===== config.mk =====
export PLATFORM = sky130hd
export DESIGN_NAME = decode_stage
export DESIGN_NICKNAME = d
export VERILOG_FILES = /design/src/rtl/decode_stage_pkg.sv /design/src/rtl/decode_stage_fields.sv /design/src/rtl/decode_stage.sv
export SDC_FILE = /design/constraint.sdc
export NUM_CORES = 1
export LEC_CHECK = 0
export CORE_MARGIN = 5
export CORE_UTILIZATION = 60
export CTS_BUF_LIST = sky130_fd_sc_hd__clkbuf_2 sky130_fd_sc_hd__clkbuf_4 sky130_fd_sc_hd__clkbuf_8
export DETAILED_ROUTE_END_ITERATION = 7
export GPL_TIMING_DRIVEN = 1
export PLACE_DENSITY = 0.92
export SLEW_MARGIN = 15
export SYNTH_ARGS = -nofsm -noshare
export SYNTH_HDL_FRONTEND = slang
export SYNTH_HIERARCHICAL = 1
export SYNTH_SLANG_ARGS = --single-unit

===== constraint.sdc =====
create_clock -name clk -period 10.6 [get_ports clk]
set_clock_uncertainty 0.2 [all_clocks]
set_input_delay 2.12 -clock clk [delete_from_list [all_inputs] [get_ports clk]]
set_output_delay 2.12 -clock clk [all_outputs]
set_load 0.03 [all_outputs]

===== src/rtl/decode_stage_pkg.sv =====
// Shared definitions for the decode stage: opcode encoding, register bank
// identifiers and instruction field positions.
package decode_stage_pkg;

  typedef enum logic [4:0] {
    OP_ADD  = 5'd0,
    OP_SUB  = 5'd1,
    OP_MPY  = 5'd2,
    OP_AND  = 5'd3,
    OP_OR   = 5'd4,
    OP_XOR  = 5'd5,
    OP_SHL  = 5'd6,
    OP_SRL  = 5'd7,
    OP_SRA  = 5'd8,
    OP_CMP  = 5'd9,
    OP_MOV  = 5'd10,
    OP_BR   = 5'd11,
    OP_HALT = 5'd12,
    OP_NOP  = 5'd13
  } opcode_e;

  // Register bank identifiers
  localparam logic S_REGS = 1'b0;
  localparam logic P_REGS = 1'b1;

  // Opcode occupies the top OPC_W bits of the word
  localparam int OPC_W     = 5;
  // Small-immediate enable and sign bits, as offsets below WIDTH
  localparam int SMALL_OFS = 6;
  localparam int SIGN_OFS  = 7;

  // Fixed low-order field positions
  localparam int R_W      = 5;   // register field width in the encoding
  localparam int Z_LSB    = 16;
  localparam int A_LSB    = 5;
  localparam int B_LSB    = 0;
  localparam int BR_A_LSB = 16;  // branch source register (P bank)
  localparam int BR_A_W   = 4;
  localparam int CC_LSB   = 10;
  localparam int CC_W     = 3;
  localparam int IMM_W    = 16;

  // ALU-class membership: only these opcodes may carry a small immediate
  function automatic logic is_alu(input opcode_e op);
    case (op)
      OP_ADD, OP_SUB, OP_MPY, OP_AND, OP_OR,
      OP_XOR, OP_SHL, OP_SRL, OP_SRA, OP_CMP: return 1'b1;
      default:                               return 1'b0;
    endcase
  endfunction

endpackage


===== src/rtl/decode_stage_fields.sv =====
// Purely combinational field decode of one instruction word into the
// operand/target bundle consumed by the decode stage register.
module decode_fields
  import decode_stage_pkg::*;
#(
  parameter int WIDTH   = 32,
  parameter int REG_SEL = 5
) (
  input  logic [WIDTH-1:0]   inst,
  output logic [OPC_W-1:0]   opcode,
  output logic               is_branch,
  output logic               halted,
  output logic               z_writes,
  output logic [CC_W-1:0]    cc,
  output logic               a_sel,
  output logic               a_from_rb,
  output logic               b_sel,
  output logic               b_from_rb,
  output logic               z_sel,
  output logic [REG_SEL-1:0] a_addr,
  output logic [REG_SEL-1:0] b_addr,
  output logic [REG_SEL-1:0] z_addr,
  output logic [WIDTH-1:0]   a_data,
  output logic [WIDTH-1:0]   b_data
);

  opcode_e            op;
  logic               alu;
  logic               large_imm;
  logic               small_imm;
  logic [REG_SEL-1:0] imm_raw;
  logic [WIDTH-1:0]   small_val;
  logic               unused_inst_bits;

  assign op        = opcode_e'(inst[WIDTH-1 -: OPC_W]);
  assign alu       = is_alu(op);
  assign large_imm = (op == OP_MOV) || (op == OP_BR);
  assign small_imm = alu && inst[WIDTH-SMALL_OFS];
  assign imm_raw   = inst[REG_SEL-1:0];

  // Bits between the immediate-mode flags and the Z field carry no meaning
  assign unused_inst_bits = ^inst[WIDTH-SIGN_OFS-1 : Z_LSB+R_W];

  // Small immediate: sign- or zero-extend the low register field
  always_comb begin
    if (inst[WIDTH-SIGN_OFS]) small_val = {{(WIDTH-REG_SEL){imm_raw[REG_SEL-1]}}, imm_raw};
    else                      small_val = {{(WIDTH-REG_SEL){1'b0}}, imm_raw};
  end

  // Per-field decode rules for the A, B and Z operands and the flags
  always_comb begin
    // NOTE: every output gets a default first, so no path through this block
    // leaves a signal unassigned and no latch is inferred.
    opcode    = inst[WIDTH-1 -: OPC_W];
    is_branch = (op == OP_BR);
    halted    = (op == OP_HALT);
    z_writes  = alu || (op == OP_MOV);
    cc        = '0;
    a_sel     = S_REGS;
    a_from_rb = !large_imm;
    b_sel     = S_REGS;
    b_from_rb = !(large_imm || small_imm);
    z_sel     = S_REGS;
    a_addr    = REG_SEL'(inst[A_LSB +: R_W]);
    b_addr    = REG_SEL'(inst[B_LSB +: R_W]);
    z_addr    = REG_SEL'(inst[Z_LSB +: R_W]);
    a_data    = {{(WIDTH-IMM_W){inst[IMM_W-1]}}, inst[IMM_W-1:0]};
    b_data    = '0;

    if (op == OP_BR) begin
      a_sel  = P_REGS;
      a_addr = REG_SEL'(inst[BR_A_LSB +: BR_A_W]);
      z_addr = '0;
    end else if (op == OP_MOV) begin
      a_addr = '0;
    end

    if (large_imm) b_addr = '0;
    if (small_imm) b_data = small_val;

    if (op == OP_CMP) begin
      z_sel = P_REGS;
      cc    = inst[CC_LSB +: CC_W];
    end
  end

endmodule


===== src/rtl/decode_stage.sv =====
// Registered decode stage with a per-register busy scoreboard for two
// register banks, RAW/WAW hazard stalling, flush and sticky halt.
module decode_stage
  import decode_stage_pkg::*;
#(
  parameter int WIDTH   = 32,
  parameter int REG_SEL = 5
) (
  input  logic               clk,
  input  logic               rst,
  input  logic               in_valid,
  output logic               in_ready,
  input  logic [WIDTH-1:0]   in_inst,
  input  logic               flush,
  output logic               out_valid,
  input  logic               out_ready,
  output logic [4:0]         out_opcode,
  output logic               out_is_branch,
  output logic               out_halted,
  output logic               out_z_writes,
  output logic [2:0]         out_cc,
  output logic               out_a_sel,
  output logic               out_a_from_rb,
  output logic               out_b_sel,
  output logic               out_b_from_rb,
  output logic               out_z_sel,
  output logic [REG_SEL-1:0] out_a_addr,
  output logic [REG_SEL-1:0] out_b_addr,
  output logic [REG_SEL-1:0] out_z_addr,
  output logic [WIDTH-1:0]   out_a_data,
  output logic [WIDTH-1:0]   out_b_data,
  input  logic               wb_valid,
  input  logic               wb_sel,
  input  logic [REG_SEL-1:0] wb_addr,
  output logic               halt_latched
);

  localparam int NREG = 1 << REG_SEL;

  typedef struct packed {
    logic [OPC_W-1:0]   opcode;
    logic               is_branch;
    logic               halted;
    logic               z_writes;
    logic [CC_W-1:0]    cc;
    logic               a_sel;
    logic               a_from_rb;
    logic               b_sel;
    logic               b_from_rb;
    logic               z_sel;
    logic [REG_SEL-1:0] a_addr;
    logic [REG_SEL-1:0] b_addr;
    logic [REG_SEL-1:0] z_addr;
    logic [WIDTH-1:0]   a_data;
    logic [WIDTH-1:0]   b_data;
  } bundle_t;

  bundle_t               dec;
  bundle_t               bundle_d, bundle_q;
  logic                  out_valid_d, out_valid_q;
  logic                  halt_latched_d, halt_latched_q;
  logic [1:0][NREG-1:0]  busy_d, busy_q;
  logic [1:0][NREG-1:0]  set_mask, clr_mask;
  logic                  out_wr;
  logic                  hazard;
  logic                  in_fire;
  logic                  out_fire;

  decode_fields #(
    .WIDTH   (WIDTH),
    .REG_SEL (REG_SEL)
  ) u_fields (
    .inst      (in_inst),
    .opcode    (dec.opcode),
    .is_branch (dec.is_branch),
    .halted    (dec.halted),
    .z_writes  (dec.z_writes),
    .cc        (dec.cc),
    .a_sel     (dec.a_sel),
    .a_from_rb (dec.a_from_rb),
    .b_sel     (dec.b_sel),
    .b_from_rb (dec.b_from_rb),
    .z_sel     (dec.z_sel),
    .a_addr    (dec.a_addr),
    .b_addr    (dec.b_addr),
    .z_addr    (dec.z_addr),
    .a_data    (dec.a_data),
    .b_data    (dec.b_data)
  );

  // The held bundle still counts as an in-flight writer until it hands off
  assign out_wr = out_valid_q && bundle_q.z_writes;

  // Hazard: any register the incoming instruction touches is pending a write
  always_comb begin
    hazard = 1'b0;
    if (dec.a_from_rb &&
        (busy_q[dec.a_sel][dec.a_addr] ||
         (out_wr && bundle_q.z_sel == dec.a_sel && bundle_q.z_addr == dec.a_addr)))
      hazard = 1'b1;
    if (dec.b_from_rb &&
        (busy_q[dec.b_sel][dec.b_addr] ||
         (out_wr && bundle_q.z_sel == dec.b_sel && bundle_q.z_addr == dec.b_addr)))
      hazard = 1'b1;
    if (dec.z_writes &&
        (busy_q[dec.z_sel][dec.z_addr] ||
         (out_wr && bundle_q.z_sel == dec.z_sel && bundle_q.z_addr == dec.z_addr)))
      hazard = 1'b1;
  end

  assign in_ready = !rst && !halt_latched_q && !flush && !hazard &&
                    (!out_valid_q || out_ready);
  assign in_fire  = in_valid && in_ready;
  // Flush wins over out_ready: a flushed bundle never counts as delivered
  assign out_fire = out_valid_q && out_ready && !flush;

  // Scoreboard set on delivery of a writing bundle, clear on writeback retire
  always_comb begin
    set_mask = '0;
    clr_mask = '0;
    if (out_fire && bundle_q.z_writes) set_mask[bundle_q.z_sel][bundle_q.z_addr] = 1'b1;
    if (wb_valid)                      clr_mask[wb_sel][wb_addr]                 = 1'b1;
  end

  // Next-state for the output register, scoreboard and halt flag
  always_comb begin
    bundle_d       = bundle_q;
    out_valid_d    = out_valid_q;
    halt_latched_d = halt_latched_q;
    // Set is applied after clear so a same-cycle set on that register wins
    busy_d         = (busy_q & ~clr_mask) | set_mask;

    if (flush || out_fire) out_valid_d = 1'b0;

    if (in_fire) begin
      bundle_d    = dec;
      out_valid_d = 1'b1;
      if (dec.halted) halt_latched_d = 1'b1;
    end
  end

  // State registers with synchronous active-high reset
  always_ff @(posedge clk) begin
    // NOTE: non-blocking assignments so every flop samples pre-edge values,
    // independent of statement order.
    if (rst) begin
      bundle_q       <= '0;
      out_valid_q    <= 1'b0;
      halt_latched_q <= 1'b0;
      // NOTE: the scoreboard is built from discrete flops rather than a RAM,
      // so the whole array can be cleared by reset in a single cycle.
      busy_q         <= '0;
    end else begin
      bundle_q       <= bundle_d;
      out_valid_q    <= out_valid_d;
      halt_latched_q <= halt_latched_d;
      busy_q         <= busy_d;
    end
  end

  assign out_valid     = out_valid_q;
  assign halt_latched  = halt_latched_q;
  assign out_opcode    = bundle_q.opcode;
  assign out_is_branch = bundle_q.is_branch;
  assign out_halted    = bundle_q.halted;
  assign out_z_writes  = bundle_q.z_writes;
  assign out_cc        = bundle_q.cc;
  assign out_a_sel     = bundle_q.a_sel;
  assign out_a_from_rb = bundle_q.a_from_rb;
  assign out_b_sel     = bundle_q.b_sel;
  assign out_b_from_rb = bundle_q.b_from_rb;
  assign out_z_sel     = bundle_q.z_sel;
  assign out_a_addr    = bundle_q.a_addr;
  assign out_b_addr    = bundle_q.b_addr;
  assign out_z_addr    = bundle_q.z_addr;
  assign out_a_data    = bundle_q.a_data;
  assign out_b_data    = bundle_q.b_data;

endmodule


After elaboration in Yosys (flattened, before gate mapping)
Memory sizes are Yosys's and may differ from the RTL's.
Index checks and enable logic that the tools add are counted.
- add/subtract/negate cells: 0
- multipliers: 0
- div/mod/pow operators: 0
- order comparisons: 13
- equal/unequal tests: 9
- shifts and indexed selects: 0
- multiplexer cells: 35
- bitwise gates (word level): 4
- reduce and logical (&&, ||, !) cells: 40
- operator list (operator ; count):
    2-to-1 mux 32 bit ; 8
    2-to-1 mux 64 bit ; 2
    AND 64 bit ; 1
    demux 32 bit (select 1 bit) ; 2
    NOT 64 bit ; 1
    bitwise OR 64 bit ; 1
    less-than comparator 5 x 6 -> 1 bit, second input constant ; 5
    logical AND 1 bit ; 23
    equality test 5 x 4 -> 1 bit, second input constant ; 4
    2-to-1 mux 5 bit ; 4
    binary-select mux 1 bit (select 5 bit) ; 3
    equality test 5 bit ; 3
    2-to-1 mux 1 bit ; 13
    demux 1 bit (select 5 bit) ; 2
    >= comparator 5 x 1 -> 1 bit, second input constant ; 2
    logical OR 1 bit ; 8
    less-than comparator 1 x 2 -> 1 bit, second input constant ; 4
    zero test 1 bit ; 7
    2-to-1 mux 3 bit ; 1
    equality test 1 bit ; 2
    >= comparator 1 bit, second input constant ; 2
    AND reduction 2 bit ; 1
    nonzero test 2 bit ; 1
    NOT 1 bit ; 1
- register bits: 144
- bits in latches: 0
- memory bits (writable): 0
- memory bits (read-only): 16
- input bits: 44
- output and inout bits: 98
- logic and storage cells: 120
- memories kept: 1
- memories (name ; words ; width ; read ports ; clocked after Yosys merged registers in ; wr ports ; line ; source):
    (no name shown) ; 16 ; 1 ; 1 ; 0 ; 0 ; decode_stage_pkg.sv:45 ; case (op)

Longest topological paths before layout
- word-level depth: 16
- depth in mapped cells: 15
- gate-level depth less buffers: 9

Cells and area by module
Netlist, hierarchy kept.
- modules (own cells, without submodules) (module ; instances ; cells each ; area each (um^2) ; sequential area each (um^2)):
    decode_stage ; 1 ; 866 ; 8675.8 ; 3223.1
    decode_fields ; 1 ; 116 ; 832.0 ; 0.0

Worst setup path after synthesis
OpenSTA, ideal clock, no wires.
- kind: input to output
- start: input in_inst[29]
- end: output in_ready
- data arrival time: 4.746 ns
- data required time: 8.280 ns
- path slack: 3.534 ns
- cell stages on the path: 11
- buffers on the path: 3
- path through: buf_6 and4bb_4 buf_6 mux2i_1 buf_2 mux4_2 mux2i_1 nor3_1 o32ai_1 a41o_1 and3_1
- RTL lines (item ; line ; source):
    start, declared ; decode_stage.sv:13 ; input logic [WIDTH-1:0] in_inst,
    end, declared ; decode_stage.sv:12 ; output logic in_ready,

==> metrics.yaml <==
outcome: "finished clean"
dr.pass1.iters: 8
ctsResizeCount: 0
yosys.cell_types.count: 58
postCtsSetupRepairBufs: 0
start_util: 0.605
ff2ff_setup_slack_ns: 6.89
multi_input_area_sq_mm: 0.00540
synthTopCellsByCount: "161 x dfxtp_1, 108 x nand2b_1, 81 x nand2_1"
core_sq_mm: 0.0157
fin_crit_ns: 8.92
synth_top_area_cell: "dfxtp_1"
overflow: 0
cp_top_family: "buffers and inverters"
gp_congestion: 0.935
syn_to_final_growth_pct: 13.3
syn_area_per_cell_sq_um: 9.68
leakage_uw: 0.00377
max_stage_delay_ns: 0.75
cts_max_path_buffers: 2
ir_drop_mv: 0.0758
drv_slew: 0
pwr-share-seq: 0.500
end_kind: "primary output"
slowest_stage: "mux2i_2"
hold_path_depth: 2
cts_hold_buf: 0
synth-edff-count: 0
power_density_mw_per_mm2: 116
hold_path.class: "register to register"
die_h_um: 136
yosys.cell_count.top_type: "dfxtp_1"
fillers: 1088
tightest_slew_ns: 1.17
cts_made_buffers: 17
viasPerCell: 6.30
drtIter0Drc: 1014
cts_root_buf: "clkbuf_8"
nNetsFinal: 1060
seq_area_frac_synth: 0.339
synth_nets: 1026
r2r_end: "out_cc[2]"
max_slew_margin: 0.221
comb_power_share: 0.140
final_hold_viol_count: 0
cpMostUsedCell: "clkdlybuf4s50_1"
ys_warn_count: 6
seq_area_sq_mm: 0.00322
hold_ws_ns: 0.277
dpl.hpwl_mm: 17.9
antenna_found_initial: 1
hold-path-endpoint: "out_opcode[0]"
p_int_uw: 881
mappedNetlistArea_sq_mm: 0.00951
cp_data_required_time_ns: 8.28
clk_latency_ns: 0.47
r2r_start: "busy_q[11]"
cap_violations: 0
antenna_left: 0
worstSetupStartpointType: "primary input"
tns_ns: 0
gr-usage-all-layers: 0.286
route.detailed.drc: 0
vias: 7840
synth_top_area_frac: 0.339
worstPathCellList: "clkdlybuf4s50_1 -> and4bb_4 -> mux2i_2 -> buf_4 -> mux2_2 -> o22ai_1 -> nor3_1 -> o32ai_1 -> a41o_1 -> and3_1 -> clkdlybuf4s50_1"
htreeDepth: 4
fin_crit_sh: 0.842
io_pins: 142
path_clk_slew_ns: 0.09
synth_cells: 982
row_count: 46
crit_path_max_fanout: 12
worstSetupPathType: "primary input to primary output"
totalWireLength_mm: 26.5
die_x_um: 136
synthTopCellsByArea: "dfxtp_1 34%, mux4_2 11%, mux2i_1 7.5%"
final_layout_size_suffix_gt1_frac: 0.148
p_clk_frac: 0.359
swShare: 0.292
reg2reg_depth: 7
cts_tree: "built"
fmax_mhz: 112
switching_power_uw: 363
setup_viol: 0
antenna_cells: 0
grt_pass1_vias: 7523
drt-wirelength-per-cell_um: 21.3
crit_buf_inv: 3
ys.flop_type: "dfxtp_1"
grt_pass1_wl_mm: 40.9
async_flop_share: 0
port-buffer-count: 137
worstPathArrival_ns: 6.60
dieArea_sq_mm: 0.0185
clock_sinks: 161
grt_max_degree: 124
min_from: "out_opcode[0]"
synth-seq-cells: 161
rsz0062_at_grt: "false"
[final cells by class]
class	count	area share
Clock buffer	17	0.0217
Multi-Input combinational cell	678	0.501
Clock inverter	15	0.0138
Sequential cell	161	0.299
Inverter	8	0.00279
Timing Repair Buffer	150	0.136
Tap cell	216	0.0251
[worst min-delay path, stage by stage, from the launching register on]
cell and delay [ns]:
dfxtp_1 0.32, nand2b_1 0.06, mux2i_1 0.06
[power by group through the flow]
stage	registers, uW	logic, uW	clock network [uW]
6_report	623	175	447
5_1_grt	624	182	478
4_1_cts	622	171	449
3_5_place_dp	636	170	0
3_3_place_gp	636	167	0
2_1_floorplan	652	107	0
[state kept, by name (all words and copies together) (netlist names), 3 cells and up]
register	count
busy_q	64
out_a_addr	5
out_a_data	32
out_b_addr	5
out_b_data	32
out_cc	3
out_opcode	5
out_z_addr	5
[worst max-delay path by stage]
stage                            from       end  slack, ns  depth (start not counted)
after detailed placement  in_inst[29]  in_ready       1.80                         11
final                     in_inst[29]  in_ready       1.68                         11
after global placement    in_inst[28]  in_ready       1.84                         11
after floorplan           in_inst[29]  in_ready       3.53                         11
after CTS                 in_inst[29]  in_ready       1.77                         11
after global routing      in_inst[29]  in_ready       1.57                         11
[kinds of logic after synthesis]
group                     synth area share
AOI/OAI and AO/OA                   0.0954
xor gates and xnor gates            0.0166
buffers and inverters               0.0949
DFF                                  0.339
muxes                                0.256
other                             0.000394
and+or+nand+nor                      0.198
[layout by cell type, fill, tap and decap left out, types with 2 or more instances in the layout]
| master | synthesis | routed |
|---|---|---|
| dfxtp_1 | 161 | 161 |
| clkdlybuf4s50_1 | 0 | 136 |
| nand2b_1 | 108 | 108 |
| nand2_1 | 81 | 81 |
| mux2i_1 | 71 | 70 |
| o21ai_0 | 68 | 68 |
| a21oi_1 | 68 | 68 |
| nor2b_1 | 62 | 61 |
| mux4_2 | 46 | 46 |
| mux2_4 | 38 | 38 |
| nor2_1 | 20 | 20 |
| clkbuf_8 | 0 | 17 |
| buf_4 | 66 | 14 |
| xor2_1 | 12 | 12 |
| mux2_2 | 10 | 10 |
| nand3_1 | 10 | 10 |
| inv_1 | 8 | 8 |
| and3_1 | 7 | 7 |
| xnor2_1 | 6 | 6 |
| nand3b_1 | 6 | 6 |
| nor3_1 | 6 | 5 |
| inv_6 | 0 | 5 |
| nor3b_1 | 4 | 4 |
| nor4b_1 | 4 | 4 |
| clkinvlp_4 | 0 | 4 |
| nor4_1 | 3 | 3 |
| or3_1 | 3 | 3 |
| or3b_2 | 3 | 3 |
| o22ai_1 | 3 | 3 |
| and3b_1 | 3 | 3 |
| a21boi_0 | 5 | 3 |
| nand4_1 | 2 | 2 |
| a22oi_1 | 2 | 2 |
| or4_1 | 2 | 2 |
| inv_8 | 0 | 2 |
| clkinv_4 | 0 | 2 |
| a21boi_1 | 0 | 2 |
[layer usage]
metal	up-vias	track usage	part of all wire	wire (um)
met1	3728	0.347	0.37	9720
met5	-	0	0.00049	13
li1	3431	-	-	-
met4	2	0.141	0.046	1220
met3	132	0.0866	0.12	3180
met2	547	0.462	0.47	12400
[per-stage QoR]
| step | area, sq um | cells | utilization | setup WS, ns | total power (uW) |
|---|---|---|---|---|---|
| global placement | 10400 | 1213 | 0.661 | 1.84 | 802 |
| detailed placement | 10400 | 1213 | 0.661 | 1.80 | 806 |
| global route | 10800 | 1245 | 0.685 | 1.57 | 1280 |
| floorplan | 9510 | 982 | - | 3.53 | 759 |
| CTS | 10800 | 1245 | 0.685 | 1.77 | 1240 |
| finish | 10800 | 1245 | 0.685 | 1.68 | 1240 |
No activity file was read; power rests on OpenSTA's default activity.
